$ cat config.mk
export PLATFORM = sky130hd
export DESIGN_NAME = param_reg_multimode
export DESIGN_NICKNAME = d
export VERILOG_FILES = /design/src/rtl/param_reg_multimode.sv
export SDC_FILE = /design/constraint.sdc
export NUM_CORES = 1
export LEC_CHECK = 0
export CORE_ASPECT_RATIO = 0.75
export CORE_MARGIN = 2
export CORE_UTILIZATION = 40
export CTS_BUF_LIST = sky130_fd_sc_hd__clkbuf_16
export CTS_CLUSTER_DIAMETER = 100
export CTS_CLUSTER_SIZE = 25
export DETAILED_ROUTE_END_ITERATION = 10
export GPL_TIMING_DRIVEN = 0
export MAX_ROUTING_LAYER = met4
export PLACE_DENSITY = 0.71
export SYNTH_ARGS = -nofsm -noshare
export SYNTH_HDL_FRONTEND = slang
export SYNTH_SLANG_ARGS = --single-unit
$ cat constraint.sdc
create_clock -name clk -period 1.6 [get_ports clk]
set_input_delay 0.32 -clock clk [delete_from_list [all_inputs] [get_ports clk]]
set_output_delay 0.32 -clock clk [all_outputs]
set_load 0.01 [all_outputs]
$ cat src/rtl/param_reg_multimode.sv
// General-purpose WIDTH-bit state element: load, shift, rotate and up/down count,
// with synchronous reset/clear/set-all, registered serial-out and terminal-count flags.
module param_reg_multimode #(
    parameter int               WIDTH     = 8,
    parameter logic [WIDTH-1:0] RESET_VAL = {WIDTH{1'b0}},
    parameter bit               SATURATE  = 1'b0
) (
    input  logic             clk,
    input  logic             reset,
    input  logic             clr,
    input  logic             set,
    input  logic             en,
    input  logic [2:0]       mode,
    input  logic [WIDTH-1:0] d,
    input  logic             sin,
    output logic [WIDTH-1:0] q,
    output logic             sout,
    output logic             tc,
    output logic             zero
);

    typedef enum logic [2:0] {
        MODE_HOLD   = 3'b000,
        MODE_LOAD   = 3'b001,
        MODE_SHL    = 3'b010,
        MODE_SHR    = 3'b011,
        MODE_ROL    = 3'b100,
        MODE_ROR    = 3'b101,
        MODE_UP     = 3'b110,
        MODE_DOWN   = 3'b111
    } mode_t;

    localparam logic [WIDTH-1:0] ALL_ONES = {WIDTH{1'b1}};
    localparam logic [WIDTH-1:0] ALL_ZERO = {WIDTH{1'b0}};
    localparam logic [WIDTH-1:0] ONE      = {{(WIDTH-1){1'b0}}, 1'b1};

    logic [WIDTH-1:0] q_reg, q_next;
    logic             sout_reg, sout_next;
    logic             tc_reg, tc_next;
    mode_t            mode_sel;

    assign mode_sel = mode_t'(mode);

    // tc defaults low so it is a single-cycle pulse unless a boundary event recurs.
    always_comb begin
        q_next    = q_reg;
        sout_next = sout_reg;
        tc_next   = 1'b0;
        if (clr) begin
            q_next = ALL_ZERO;
        end else if (set) begin
            q_next = ALL_ONES;
        end else if (en) begin
            case (mode_sel)
                MODE_HOLD: q_next = q_reg;
                MODE_LOAD: q_next = d;
                MODE_SHL: begin
                    q_next    = {q_reg[WIDTH-2:0], sin};
                    sout_next = q_reg[WIDTH-1];
                end
                MODE_SHR: begin
                    q_next    = {sin, q_reg[WIDTH-1:1]};
                    sout_next = q_reg[0];
                end
                MODE_ROL: begin
                    q_next    = {q_reg[WIDTH-2:0], q_reg[WIDTH-1]};
                    sout_next = q_reg[WIDTH-1];
                end
                MODE_ROR: begin
                    q_next    = {q_reg[0], q_reg[WIDTH-1:1]};
                    sout_next = q_reg[0];
                end
                MODE_UP: begin
                    if (q_reg == ALL_ONES) begin
                        tc_next = 1'b1;
                        q_next  = SATURATE ? q_reg : ALL_ZERO;
                    end else begin
                        q_next = q_reg + ONE;
                    end
                end
                MODE_DOWN: begin
                    if (q_reg == ALL_ZERO) begin
                        tc_next = 1'b1;
                        q_next  = SATURATE ? q_reg : ALL_ONES;
                    end else begin
                        q_next = q_reg - ONE;
                    end
                end
                default: q_next = q_reg;
            endcase
        end
    end

    always_ff @(posedge clk) begin
        if (reset) begin
            q_reg    <= RESET_VAL;
            sout_reg <= 1'b0;
            tc_reg   <= 1'b0;
        end else begin
            q_reg    <= q_next;
            sout_reg <= sout_next;
            tc_reg   <= tc_next;
        end
    end

    assign q    = q_reg;
    assign sout = sout_reg;
    assign tc   = tc_reg;
    assign zero = (q_reg == ALL_ZERO);

endmodule
# --- Word level (Yosys, flattened, before mapping) ---
# Index checks and enable logic that the tools add are counted.
word_totals:
  rom_bits: 0
  reg_bits: 10
  output_inout_bits: 11
  word_cells: 36
  mem_bits_rw: 0
  input_bits: 17
  memories: 0
  latch_bits: 0
op_classes:
  n_bitwise: 3
  div: 0
  shift: 0
  reduce_logical: 10
  addsub: 2
  magnitude_cmp: 0
  mux: 9
  n_eq_ne: 9
  multipliers: 0
ops:
  columns: ["cell", "n"]
  rows:
  - ["8-bit case mux with 7 select lines", 1]
  - ["8-bit 2-to-1 mux", 4]
  - ["3-bit == test (second input constant)", 4]
  - ["8-bit by 1-bit adder with 8-bit output (second input constant)", 1]
  - ["8-bit == test (second input constant)", 1]
  - ["8-bit zero test", 1]
  - ["8-bit by 1-bit subtractor with 8-bit output (second input constant)", 1]
  - ["3-bit by 2-bit == test with 1-bit output (second input constant)", 2]
  - ["2-bit OR reduction", 3]
  - ["1-bit case mux with 2 select lines", 2]
  - ["4-bit AND reduction", 1]
  - ["2-bit nonzero test", 2]
  - ["4-bit OR reduction", 1]
  - ["3-bit by 1-bit == test with 1-bit output (second input constant)", 1]
  - ["3-bit zero test", 1]
  - ["1-bit inverter", 3]
  - ["1-bit 2-to-1 mux", 2]
  - ["2-bit != test (second input constant)", 1]
  - ["2-bit AND reduction", 1]

# --- Logic depth before layout (Yosys ltp) ---
# Gate-level depths: netlist of the first run.
depth:
  depth_word: 5
  depth_mapped: 8

# --- Worst setup path before layout of the first run ---
# Ideal clock, no wire load.
synth_timing:
  kind: "reg2reg"
  startpoint: "register q_reg[4], in the netlist q[4]"
  endpoint: "register q_reg[3], in the netlist q[3]"
  setup_ps: 74
  path_stages_with_launch: 6
  period_less_slack_ps: 1791
  path_slack_ps: -191
  t_arrival_ps: 1717
  cell_sequence: "dfxtp_1 > buf_6 > or4_4 > nor4b_4 > o21ai_0 > a31oi_1"
synth_between:
  elab_chain_len: 5
synth_rtl:
  columns: ["item", "line", "source"]
  rows:
  - ["start: declaration", "37", "logic [WIDTH-1:0] q_reg, q_next;"]
  - ["start signal: assignment", "100", "q_reg <= q_next;"]
  - ["8-bit zero test", null, null]
  - ["named net zero", "19", "output logic zero"]
  - ["8-bit 2-to-1 mux", "82", "if (q_reg == ALL_ZERO) begin"]
  - ["8-bit case mux with 7 select lines", "54", "case (mode_sel)"]
  - ["8-bit 2-to-1 mux", "53", "end else if (en) begin"]
  - ["8-bit 2-to-1 mux", "51", "end else if (set) begin"]
# The timed path passes the listed nets, and every way through them passes these cells. The select of a mux whose other input is x is not followed.
# A chain may end at the register's enable or synchronous reset.

# --- Worst setup path after layout of the first run ---
layout_timing:
  startpoint: "register q_reg[4], in the netlist q[4]"
  endpoint: "output zero"
layout_between:
  elab_chain_len: 1
layout_rtl:
  columns: ["item", "line", "source"]
  rows:
  - ["8-bit zero test", "109", "assign zero = (q_reg == ALL_ZERO);"]
  - ["end: declaration", "19", null]
# Every way passes these cells.

==> out/summary.md, run 1 <==
For this run, design rule violations remaining after detail routing come to 0. The mean routed wirelength per cell was 16.64 microns. Yosys mapped a number of flops with a built-in enable equal to 0. The delay of the slowest cell on the worst path is 560 ps.

In this run the worst setup path begins at q[4]$_SDFFE_PP0P_. The count of buffering cells on the critical path with inverters included was 1; the first-iteration detailed-routing DRC count was 118. In the global route stage, overall resource usage came out at 24.81%. In this run the biggest area consumer among cell types represents 19.30% of the synthesized area. The number of H-tree branching levels is 1. The final critical path time including I/O delays and setup is 1912 ps. In this run the deepest clock path goes through 2 buffers.

The count of endpoints failing hold in the final timing report was 0; the async set-reset flop share out of synthesis was 0%. Net count after synthesis: 162. The cell count after synthesis came out at 142. Setup repair after global routing could not meet its margin everywhere. The first global-routing pass estimated 5.299 mm of wire. Hold is met by 525.3 ps. The post-route fraction of the period consumed by the critical path was 119.5%; the number of antenna violations at the first check in global routing was 0.

In the routed layout, each cell is associated on average with a via count of 5.825. The post-route netlist has 24.29% of its cells at a drive strength greater than 1. The type of element launching the critical path is a register. The tools report the last weighted congestion value of the routability-driven placer as 0.9632. The number of nets in the final layout came out at 198. The critical setup path kind is reg -> out.

In the final layout, flip-flops and latches occupy 211.5 sq um. The areal power density over the cells came out at 715.7 nW/um^2. The cell family contributing the most delay on the critical path is simple AND/OR/NAND/NOR gates. The flow ran to the end, but the final reports show violations.

The tools report the number of global-route vias before repair as 1043. At the worst endpoint, the arrival time is 1590 ps. The tools report the final sum of negative setup slack as -1481 ps. The layout overhead on the synthesized area is 52.11%. The tools report the total area of multi-input combinational cells as 849.6 sq um. The tools report the pin count of the biggest net entering global routing as 11.

After synthesis, the mean cell area works out to 7.305 sq um. The final number of max-transition violations came out at 0. For the number of distinct library cells after synthesis, the log shows 42.

The startpoint of the worst hold path was sout$_SDFFE_PP0P_. Excluding fillers, the count of instances in the completed layout stands at 211. The initialized floorplan defines 15 standard-cell rows.

The worst-path maximum fanout works out to 2. The first detailed-routing pass ran for 5 iterations. The worst min-delay path class was reg -> reg.

Height of the die: 48.10 microns. TritonCTS built the clock tree. Measured on the finished design, the core utilization comes to 66.19%. At the pin with the least slew margin, the transition time is 578.4 ps. The number of flip-flops under the largest register name works out to 8. The number of I/O port buffers was 26; the setup slack of the critical path after layout was -311.9 ps.

Including well taps, the total number of placed cells is 202. For this design the static power due to leakage is 0.0006020 uW. HPWL reported at the end of detailed placement: 2.443 mm. For the max capacitance violation total, the log shows 0. The later pin in the worst-skew pair is clocked with a latency of 240 ps. Summed over all layers, the global routing overflow is 0. In this run the tightest slew margin relative to its limit is 61.30%. The synthesized netlist occupies a cell area of 1037 sq um.

The signal on the critical path passes through or4_4 -> nor4b_4 -> buf_2. Across the VDD grid, the largest voltage drop is 0.5230 mV. The initial utilization of the core area, before any placement, comes to 43.52%. For the final database, setup skew stands at 4.596 ps. The slowest cell on the critical path is or4_4. The routed layout has 1229 vias. The die width was 62.80 microns. Setup violations remaining at the end of the flow were counted as 9.

The finished cells cover 1578 sq um. The filler cells instantiated in the layout total 212. The flip-flop cell with the highest count after synthesis is dfxtp_1.

Launch instance of the worst register-to-register path: q[4]$_SDFFE_PP0P_. The total cell area at the placement stage came out at 1343 sq um. The logs give 19.30% for the sequential element share of the synthesized area and 523.1 MHz for the top achievable clock speed. Sorting the synthesized cells by area gives the leading types as dfxtp_1 19%, o21ai_0 6.3%, a21oi_1 5.3%. The number of sinks handled by clock tree synthesis was 10.

For the worst setup path, the data required time is 1280 ps. The checks that failed: negative setup slack. After detailed routing, the total wire length is 3.511 mm.

The number of hold buffers added after CTS was 0. The register clock-pin slew on the reported worst setup and hold paths was 40 ps. The tools report the final antenna-violating net count as 0. The floorplan step defined a die boundary enclosing 3021 sq um. The tools report the number of top-level pins as 28. In this run the standard cell core region covers 2384 sq um.

CTS placed an instance of clkbuf_16 at the clock tree root. In this run, CTS created clock tree buffers numbering 3. The dominant cell type by area after synthesis was dfxtp_1. The worst setup path is captured at an output port.

The number of flip-flops and latches in the synthesized netlist came out at 10. The warning count from the yosys run is 0, and the total inserted antenna cells is 0.
[final timing paths]
path / cells after the start / slack [ps] / endpoint
setup / recovery: 3 / -310 / zero
hold / removal: 2 / 530 / sout$_SDFFE_PP0P_
setup reg to reg: 6 / -170 / q[4]$_SDFFE_PP0P_
hold reg to reg: 2 / 530 / sout$_SDFFE_PP0P_
[power by group]
group | switching [uW] | total, uW | internal [uW]
Sequential | 20.6 | 285 | 264
Combinational | 191 | 380 | 189
Clock | 135 | 465 | 329
[logic make-up (layout without fill, tap and decap cells)]
logic type	Yosys count	count (layout)	synth area share, %
xor+xnor	10	10	8.444
buf+inv	16	51	6.996
fa+ha+maj	3	3	3.619
mux	5	5	5.066
flops	10	10	19.30
compound gates	46	46	28.35
simple gates	52	52	28.23
[through the flow]
stage                     setup slack [ps]  power, uW
after floorplan                     -162.8      480.7
after global placement              -785.6      601.1
after detailed placement            -790.5      604.3
after CTS                           -306.0       1104
after global routing                -341.9       1181
final                               -311.9       1129
[per-layer routing]
layer | up-vias | wire (microns) | global-route usage, %
met4 | 0 | 29 | 8.889
met3 | 6 | 386 | 6.697
met5 | - | 0 | -
li1 | 597 | - | -
met2 | 64 | 1495 | 35.91
met1 | 562 | 1599 | 33.57
[cell usage after synthesis (2+ instances only)]
library cell	number
o221ai_1	2
mux2_2	2
nor2b_1	2
mux2i_1	3
clkbuf_1	6
dfxtp_1	10
xor2_1	4
nor3_1	3
ha_1	3
a221oi_1	2
a211oi_1	2
buf_2	4
nand3_1	5
inv_1	5
o21ai_0	13
xnor2_1	6
o31ai_1	2
a31oi_1	6
nand2b_1	6
nor2_1	11
nand2_1	12
a21oi_1	11
a311oi_1	3
[cell usage in the layout (no fill, tap or decap), drive strengths merged, types with 3 or more instances in the layout]
master and n:
nor3 3, dfxtp 10, clkdlybuf4s50 21, a21oi 12
xnor2 6, ha 3, a311oi 3, a31oi 6
dlygate4sd2 3, buf 13, nand3 5, xor2 4
nor2 11, o21ai 13, mux2i 3, nand2b 6
nand2 12, inv 5, clkbuf 7
[area by class of cell]
class / count / share of cell area (%)
Clock inverter: 1 / 0.2379
Inverter: 5 / 1.507
Clock buffer: 3 / 4.758
Multi-Input combinational cell: 116 / 53.85
Timing Repair Buffer: 33 / 19.67
Tap cell: 34 / 2.696
Buffer: 9 / 3.886
Sequential cell: 10 / 13.40
[repair_timing]
action | CTS | global route
setup endpoints to repair | 14 | 10
pin swaps | 7 | 6
setup buffers | 4 | 3
resized for setup | 34 | 13
[worst reg2reg max path, delay by kind of cell (launching register included)]
family | cells | cell delay [ps]
compound gates | 2 | 240
buf+inv | 2 | 270
flops | 1 | 340
simple gates | 2 | 840
(Power assumes the default switching activity.)
==> run 2, diff against run 1 <==
--- a/config.mk
+++ b/config.mk
@@ -10,7 +10,7 @@
 export CORE_UTILIZATION = 40
 export CTS_BUF_LIST = sky130_fd_sc_hd__clkbuf_16
 export CTS_CLUSTER_DIAMETER = 100
-export CTS_CLUSTER_SIZE = 25
+export CTS_CLUSTER_SIZE = 28
 export DETAILED_ROUTE_END_ITERATION = 10
 export GPL_TIMING_DRIVEN = 0
 export MAX_ROUTING_LAYER = met4
==> results of run 2 <==
No change in the layout: final DEF, timing and power equal those of run 1.
==> run 3, diff against run 2 <==
==> constraint.sdc (replaced) <==
create_clock -name clk -period 1.6 [get_ports clk]
set_input_delay 0.24 -clock clk [delete_from_list [all_inputs] [get_ports clk]]
set_output_delay 0.24 -clock clk [all_outputs]
set_load 0.01 [all_outputs]
==> out/summary.md, run 3 (synthesis gave the netlist of run 1 again) <==
The worst-path maximum fanout works out to 2 (unchanged). The tools report the final sum of negative setup slack as -1298 ps (+183.3 ps). For the total core area, the log shows 2384 sq um (unchanged).

By startpoint and endpoint, the worst setup path is classified as reg -> out. The number of I/O port buffers was 26 (unchanged). The register clock-pin slew on the reported worst setup and hold paths is 40 ps (about the same). The switching power summed over all nets was 350.6 uW (+1.1%); the remaining routing DRC violations was 0 (unchanged). The tools report the top achievable clock speed as 547.8 MHz (+4.7%). The worst voltage drop across the vdd grid was 0.5206 mV (-0.46%); the count of buffering cells on the critical path with inverters included was 1 (unchanged).

Traced cell by cell, the critical path runs through or4_4 -> nor4b_4 -> buf_2. The number of H-tree branching levels came out at 1 (unchanged). The total power draw is 1143 uW (+1.3%).

The run gives 206 (-2.8%) as the fill cell total of the finished layout. The arrival time of data at the critical path endpoint was 1590 ps (about the same). The routed wire length came out at 3.612 mm (+2.9%). The run gives 5.340 mm (+0.77%) as the first-pass GRT wire length. The checks that failed: negative setup slack.

Count of hold buffers inserted by post-cts repair: 0 (unchanged). Worst slack on hold paths: 522.5 ps (-2.885 ps). The run finished, with violations left. For the setup slack of the critical path after layout, the log shows -225.4 ps (+86.44 ps). The run gives 28 (unchanged) as the number of top-level pins. The tree is rooted in a clkbuf_16. The logs give 57.42% (-3.9 points) for the worst-case headroom to the max-slew limit and 43.52% (unchanged) for the starting density of the core. The run gives 0 (unchanged) as the total inserted antenna cells. For this design, the slowest cell found on the critical path is or4_4. The final antenna-violating net count came out at 0 (unchanged). The final number of max-transition violations was 0 (unchanged). Fraction of power consumed by combinational cells: 34.8% (+1.2 points). The areal power density over the cells is 705.7 nW/um^2 (-1.4%). For the total congestion overflow, the log shows 0 (unchanged).

The worst setup path is launched from a register. The leakage power figure was 0.0006173 uW (+2.5%). The number of antenna violations at the first check in global routing came out at 0 (unchanged).

The tools report the final non-filler cell total as 212 (+0.47%). Setup repair after global routing could not meet its margin everywhere. Grouping stages by cell kind, the critical path spends the most delay in simple AND/OR/NAND/NOR gates. The number of setup violations in the final report was 9 (unchanged). The cell row count came out at 15 (unchanged).

The logs give 2.567 ps (-2.029 ps) for the setup skew after layout and 3021 sq um (unchanged) for the area enclosed by the die boundary. The final critical path time including I/O delays and setup was 1825 ps (-86.44 ps). The tools report the type of destination of the critical path as an output port. The tools report the clock group share of total power as 40.4% (-0.8 points). The highest metal layer with signal wires is met4.

The largest buffer count on any clock path came out at 2 (unchanged). The logs give 1360 ps (+80 ps) for the worst endpoint required time and 0 (unchanged) for the max capacitance violation total. The logs give 0 (unchanged) for the count of endpoints failing hold in the final timing report and 24.9% (-0.3 points) for the proportion of power drawn by flip-flops and latches. For the internal power summed over all cells, the log shows 792.7 uW (+1.3%). The mean routed wirelength per cell was 17.04 microns (+2.4%).

The run gives 240 ps (about the same) as the source-to-sink clock delay at the later pin of the worst-skew pair. The die width came out at 62.80 microns (unchanged). Number of sinks handled by clock tree synthesis: 10 (unchanged). The tools report the met3 wirelength from detailed routing as 433 microns (+12%). The fraction of final layout cells sized beyond drive strength 1 works out to 27.53% (+3.2 points).

The first-iteration detailed-routing DRC count was 119 (+0.85%). The library cell used most frequently in the layout, excluding fill and tap cells, is clkdlybuf4s50_1. The number of flip-flops under the largest register name was 8 (unchanged); the length of routed wiring on met1 was 1.570 mm (-1.8%). TritonCTS built the clock tree. The logs give 199 (+0.51%) for the number of nets in the final layout and 5 (unchanged) for the number of iterations in the first detailed-routing pass. The area growth from synthesis to layout is 56.21%. For the all-layer global routing usage, the log shows 24.97% (+0.16 points).

The height of the die came out at 48.10 microns (unchanged). The number of global-route vias before repair is 1051 (+0.77%). The worst hold path belongs to the class reg -> reg. The post-route fraction of the period consumed by the critical path is 114.1% (-5.4 points), and the HPWL reported at the end of detailed placement is 2.443 mm (unchanged). The delay of the slowest cell on the worst path is 560 ps (about the same). The logs give 1246 (+1.4%) for the number of vias after detailed routing and -710.5 ps (+80.00 ps) for the worst slack at placement. The number of clock buffers inserted by TritonCTS is 3 (unchanged), and the mean number of vias per cell is 5.877 (+0.91%).

The last weighted congestion value of the routability-driven placer came out at 0.9632 (unchanged). The met2 routed wirelength is 1.565 mm (+4.7%). The pin count of the biggest net entering global routing was 11 (unchanged); the switching share of power was 30.67% (-0.040 points).

The slew of the pin with the lowest slew margin is 636.3 ps (+57.92 ps), and the placed cell count is 202 (unchanged). The top cell types in the final layout, fill and taps aside, are 23 x clkdlybuf4s50_1, 11 x nand2_1, 10 x nor2_1, 10 x a21oi_1, 9 x o21ai_0.
==> run 3: cell types whose count changed in the layout (fill, tap and decap cells not counted), sizes merged <==
| cell | before | now |
|---|---|---|
| dlygate4sd2 | 3 | 1 |
| buf | 13 | 15 |
| clkdlybuf4s50 | 21 | 23 |
| clkbuf | 7 | 6 |
==> run 3: metrics by stage <==
stage	util [%]	instance area, sq um
floorplan	-	1040
global placement	56.33	1343
detailed placement	56.33	1343
CTS	65.09	1551
global route	67.98	1620
finish	67.98	1620
==> run 3: worst min-delay path, stage by stage (launching register included) <==
cell and delay (ps):
dfxtp_1 300, a21oi_1 110, a311oi_1 60
==> run 3: power by group through the flow <==
stage,Clock (uW),Combinational [uW],Sequential [uW]
6_report,461,398,284
3_3_place_gp,0,316,285
2_1_floorplan,0,192,288
4_1_cts,470,361,283
3_5_place_dp,0,317,287
5_1_grt,486,424,286
==> run 3: worst paths after layout <==
| path | startpoint | endpoint | slack, ps | depth (start not counted) |
|---|---|---|---|---|
| min reg2reg | sout$_SDFFE_PP0P_ | sout$_SDFFE_PP0P_ | 520 | 2 |
| max reg2reg | q[4]$_SDFFE_PP0P_ | q[6]$_SDFFE_PP0P_ | -150 | 6 |
| min | sout$_SDFFE_PP0P_ | sout$_SDFFE_PP0P_ | 520 | 2 |
| max | q[4]$_SDFFE_PP0P_ | zero | -230 | 3 |
==> run 3: repair_timing <==
action | in CTS | in global routing
endpoints found under the hold margin | 0 | 0
gates cloned | 0 | 0
setup buffers | 4 | 4
pin swaps | 7 | 8
gates resized for setup | 38 | 14
setup endpoints to repair | 11 | 12
==> run 3: cell type report <==
cell class,instances,area [sq um],share of cell area [%]
Inverter,5,23.77,1.467
Multi-Input combinational cell,116,875.8,54.05
Timing Repair Buffer,34,320.3,19.77
Buffer,9,67.56,4.170
Clock buffer,3,75.07,4.633
Clock inverter,1,3.754,0.2317
Tap cell,34,42.54,2.625
Sequential cell,10,211.5,13.05
==> run 3: metal layers <==
layer  up-vias  global-route usage, %
met5         -                      -
li1        595                      -
met2        75                  36.77
met1       570                  33.01
met3         6                  7.390
met4         0                  8.889
==> edit 1 (flow settings as in run 1) <==
Register the output `q` once more, with the module's reset; this adds one clock of latency there. The other outputs are not delayed to match.
--- a/src/rtl/param_reg_multimode.sv
+++ b/src/rtl/param_reg_multimode.sv
@@ -104,5 +104,11 @@
     end
 
-    assign q    = q_reg;
+    always_ff @(posedge clk) begin
+        if (reset) begin
+            q <= '0;
+        end else begin
+            q <= q_reg;
+        end
+    end
     assign sout = sout_reg;
     assign tc   = tc_reg;
Formal check against the unedited RTL: not equivalent (Yosys sat finds a counterexample within 4 cycles, from zero or initial values and one cycle with reset high).
==> edit 1 against run 1 <==
- critical path type unchanged
- largest cell class unchanged
- the flow still finishes with violations (negative setup slack)
- count of clock-buffer cells in the layout unchanged
- synthesized cell count increased by 5.6%
- wire length increased by 14%
- maximum frequency decreased by 0.45%
- sequential cell count increased by 8
- non-clock buffer count increased by 1
- cell area increased by 15%
- total power increased by 25%
- worst setup slack got worse by 0.0087 ns
- clock skew increased by 0.0011 ns
- synthesized area increased by 19%
- utilization decreased by 4.4 points
- largest power group unchanged
==> edit 1: results <==
[cells_and_area]
drive_above_1_share = 0.270
seqCellArea_um2 = 370
clock_area_frac = 0.0435
largest_reg_flops = 16
nonClkBufAreaFrac = 0.216
final_cells = 223
multi_input_area_share = 0.497
multi_input_gates = 115
seq_cells = 18
buffers = 43
num-fill-cells = 263

[sta]
worst_slew_pin_slew_ns = 0.625
fin_skew_ns = 0.00568
setup_ws_ns = -0.321
setup_viol = 9

[route]
vias = 1341
routed_wl_mm = 4.01
routed.top_layer = met4
wl_met3_um = 423
wl_met2_mm = 1.78
drt_iter0_markers = 98
m1WireLength_mm = 1.70

[global_routing]
grt_use_total = 0.249
grt.overflow.total = 0
grt_first_pass_wirelength_mm = 6.29
grt_pass1_vias = 1247

[logic_synthesis]
synth_adder_area_share = 0.0305
synth-xor-area-share = 0.0570
ys_types = 41
syn-instance-count = 150
syn_nets = 170
synth_compound_area_frac = 0.259
synth_mux_area_frac = 0.0743
synth_common_cells = 18 x dfxtp_1, 15 x nor2_1, 14 x a21oi_1
ys_top_cells_by_area = dfxtp_1 29%, mux2i_1 6.5%, a21oi_1 5.7%
yosysSeqAreaShare = 0.293

[place]
hpwl_mm = 2.63
globalplace.congestion = 0.930
placedCellCount = 214

[power_and_ir_drop]
leakage_nw = 0.663
swShare = 0.293
ir_worst_vdd_mv = 0.415

[status]
status = finished, violations left
violations = negative setup slack

[clocking]
path_clk_slew_ns = 0.06

[worst_setup_path]
cp_slowest_stage_delay_ns = 0.58
critPathMaxFanout = 3

[worst_hold_path]
hold_class = register to register
==> edit 1: changes by cell type after synthesis, sizes merged, moves of 4 or more <==
| cell | delta |
|---|---|
| o21ai | -7 |
| dfxtp | +8 |
| mux2i | +5 |
| nor2 | +4 |
==> edit 1: metrics by stage <==
stage	util	instance area (um^2)	setup slack [ns]	TNS [ns]
4_1_cts	0.595	1750	-0.360	-2.36
3_5_place_dp	0.524	1540	-0.736	-5.88
6_report	0.618	1810	-0.321	-1.97
2_1_floorplan	-	1230	-0.262	-1.29
3_3_place_gp	0.524	1540	-0.716	-5.43
5_1_grt	0.618	1810	-0.345	-2.34
==> edit 1: final timing paths <==
check / from / endpoint / slack (ns) / depth (start not counted)
max: q_reg[2] / zero / -0.32 / 3
min: sout / sout / 0.50 / 2
max reg2reg: q_reg[2] / q_reg[7] / -0.27 / 6
min reg2reg: sout / sout / 0.50 / 2
==> edit 1: layer usage <==
layer	up-vias	track usage
met5	-	-
met3	16	0.0823
met2	83	0.374
met1	618	0.330
li1	624	-
met4	0	0.0400
==> edit 1: what timing repair did <==
item | 4_1_cts | 5_1_grt
gates resized for setup | 33 | 20
cloned | 0 | 0
pin swaps | 6 | 13
buffers inserted | 6 | 1
setup endpoints to repair | 11 | 10
==> edit 1: power groups by stage <==
stage / sequential [mW] / combinational [mW] / clock [mW]
final: 0.493 / 0.400 / 0.515
after global routing: 0.497 / 0.429 / 0.552
after CTS: 0.491 / 0.369 / 0.521
after detailed placement: 0.496 / 0.330 / 0
after global placement: 0.495 / 0.328 / 0
after floorplan: 0.496 / 0.208 / 0
==> edit 1: tightest hold or removal path, cell delays in order, from the launching register on <==
cell and delay (ns):
dfxtp_1 0.31, nor2_1 0.09, a211oi_1 0.05
==> edit 2 (config.mk and constraints of run 1) <==
Made on the original files. The parameter `WIDTH` goes from 8 to 12.
--- a/src/rtl/param_reg_multimode.sv
+++ b/src/rtl/param_reg_multimode.sv
@@ -2,5 +2,5 @@
 // with synchronous reset/clear/set-all, registered serial-out and terminal-count flags.
 module param_reg_multimode #(
-    parameter int               WIDTH     = 8,
+    parameter int               WIDTH     = 12,
     parameter logic [WIDTH-1:0] RESET_VAL = {WIDTH{1'b0}},
     parameter bit               SATURATE  = 1'b0
Ports: changed (resized d and q); port bits go from 28 to 36. The function was not compared with the original's and may differ.
==> edit 2 against run 1 <==
- the run still ends with negative setup slack left
- total power up 32%
- synthesized cell count grew 56%
- utilization shrank 5.5 points
- clock power grew 7.5%
- sequential power up 40%
- cell area up 54%
- worst setup slack got worse by 0.15 ns
- maximum frequency is 7.3% lower
- synthesized area increased by 58%
- wire length is 79% higher
- via count up 78%
- combinational power rose by 57%
- sequential cell count grew 4
==> edit 2: results <==
[status]
status = finished, violations left
violations = negative setup slack

[worst_setup_path]
crit_start = q[0]
cpMaxStageDelayCell = or4b_4
critPathTopFamily = simple AND/OR/NAND/NOR gates
crit_arrival_ns = 1.74
cp_slowest_stage_delay_ns = 0.45

[clocking]
ctsResizeCount = 46
cts_buffer_depth = 2
cts-buffers-inserted = 3
postCtsSetupBuffers = 14

[place]
globalplace.congestion = 0.974
io_buffers = 34
hpwl_mm = 4.13

[logic_synthesis]
synth_mux_area_frac = 0.0435
ys_warn_count = 0
synth_compound_area_frac = 0.320
synth-xor-area-share = 0.0267
ys_top_cells_by_area = dfxtp_1 17%, clkbuf_1 4.8%, a31oi_1 4.6%
ys_async_sr_fraction = 0
ys_types = 61
synth_common_cells = 21 x clkbuf_1, 15 x nand2_1, 15 x nor2_1
yosysSeqAreaShare = 0.171
synth_adder_area_share = 0.0229
syn_nets = 246
ys.flop_type = dfxtp_1

[global_routing]
grt_first_pass_wirelength_mm = 10.5
grt_use_total = 0.295
grt_pass1_vias = 2024

[power_and_ir_drop]
p_seq_uw = 399
pg_clk_uw = 500
p_switching_uw = 515
total_power_mw = 1.49
leakage_nw = 0.873
ir_worst_vdd_mv = 0.491

[cells_and_area]
largest_reg_flops = 12
drive_above_1_share = 0.241
antenna_cells = 0
layout.nets = 299

[sta]
fin_skew_ns = 0.00303
setup_viol = 14
setup_ws_ns = -0.462
worst_slew_pin_slew_ns = 0.634

[route]
drt_iter0_markers = 359
vias = 2184
routed_wl_mm = 6.29
ant_nets = 0

[worst_hold_path]
hold_class = register to register
==> edit 2: changes by cell type in the layout (fill, tap and decap cells not counted), moves of 5 or more <==
cell / run 1 / this run
buf_4: 6 / 15
clkdlybuf4s50_1: 21 / 30
clkbuf_1: 2 / 10
clkbuf_2: 1 / 8
a31oi_1: 6 / 12
nor3_1: 1 / 7
xnor2_1: 6 / 1
==> edit 2: worst paths after layout <==
kind,cells after the start,endpoint,slack [ns]
worst max-delay path,7,zero,-0.46
worst min-delay path,2,sout,0.51
worst max register to register,8,q[7],-0.39
worst min register to register,2,sout,0.51
==> edit 2: cell families after synthesis <==
logic type	count (synthesis)
AO/OA/AOI/OAI	73
XOR/XNOR	5
AND/OR/NAND/NOR	93
flip-flops	14
buffers and inverters	27
multiplexers	7
adder cells (fa/ha/maj)	3
==> edit 2: through the flow <==
step                      setup WS [ns]  cells  hold slack, ns  cell area (um^2)  TNS [ns]
after floorplan                  -0.298    222           0.392              1690     -2.64
after global placement            -1.13    311           0.491              2100    -14.00
after detailed placement          -1.12    311           0.500              2100    -13.92
after CTS                        -0.512    328           0.509              2400     -3.70
after global routing             -0.501    329           0.530              2430     -5.32
final                            -0.462    329           0.506              2430     -4.40
==> edit 2: layer usage <==
| metal | GRT usage | part of all wire |
|---|---|---|
| met5 | - | 0 |
| met4 | 0.0476 | 0.019 |
| met3 | 0.0930 | 0.14 |
| met2 | 0.443 | 0.42 |
| met1 | 0.397 | 0.42 |
==> edit 2: area by class of cell <==
cell class / count / area, um^2
inverter: 3 / 13.8
clock buffer: 3 / 75.1
buffer: 23 / 144
clock inverter: 1 / 3.75
tap: 55 / 68.8
sequential: 14 / 294
fill: 357 / 1570
multi-input combinational: 181 / 1390
timing repair buffer: 49 / 440
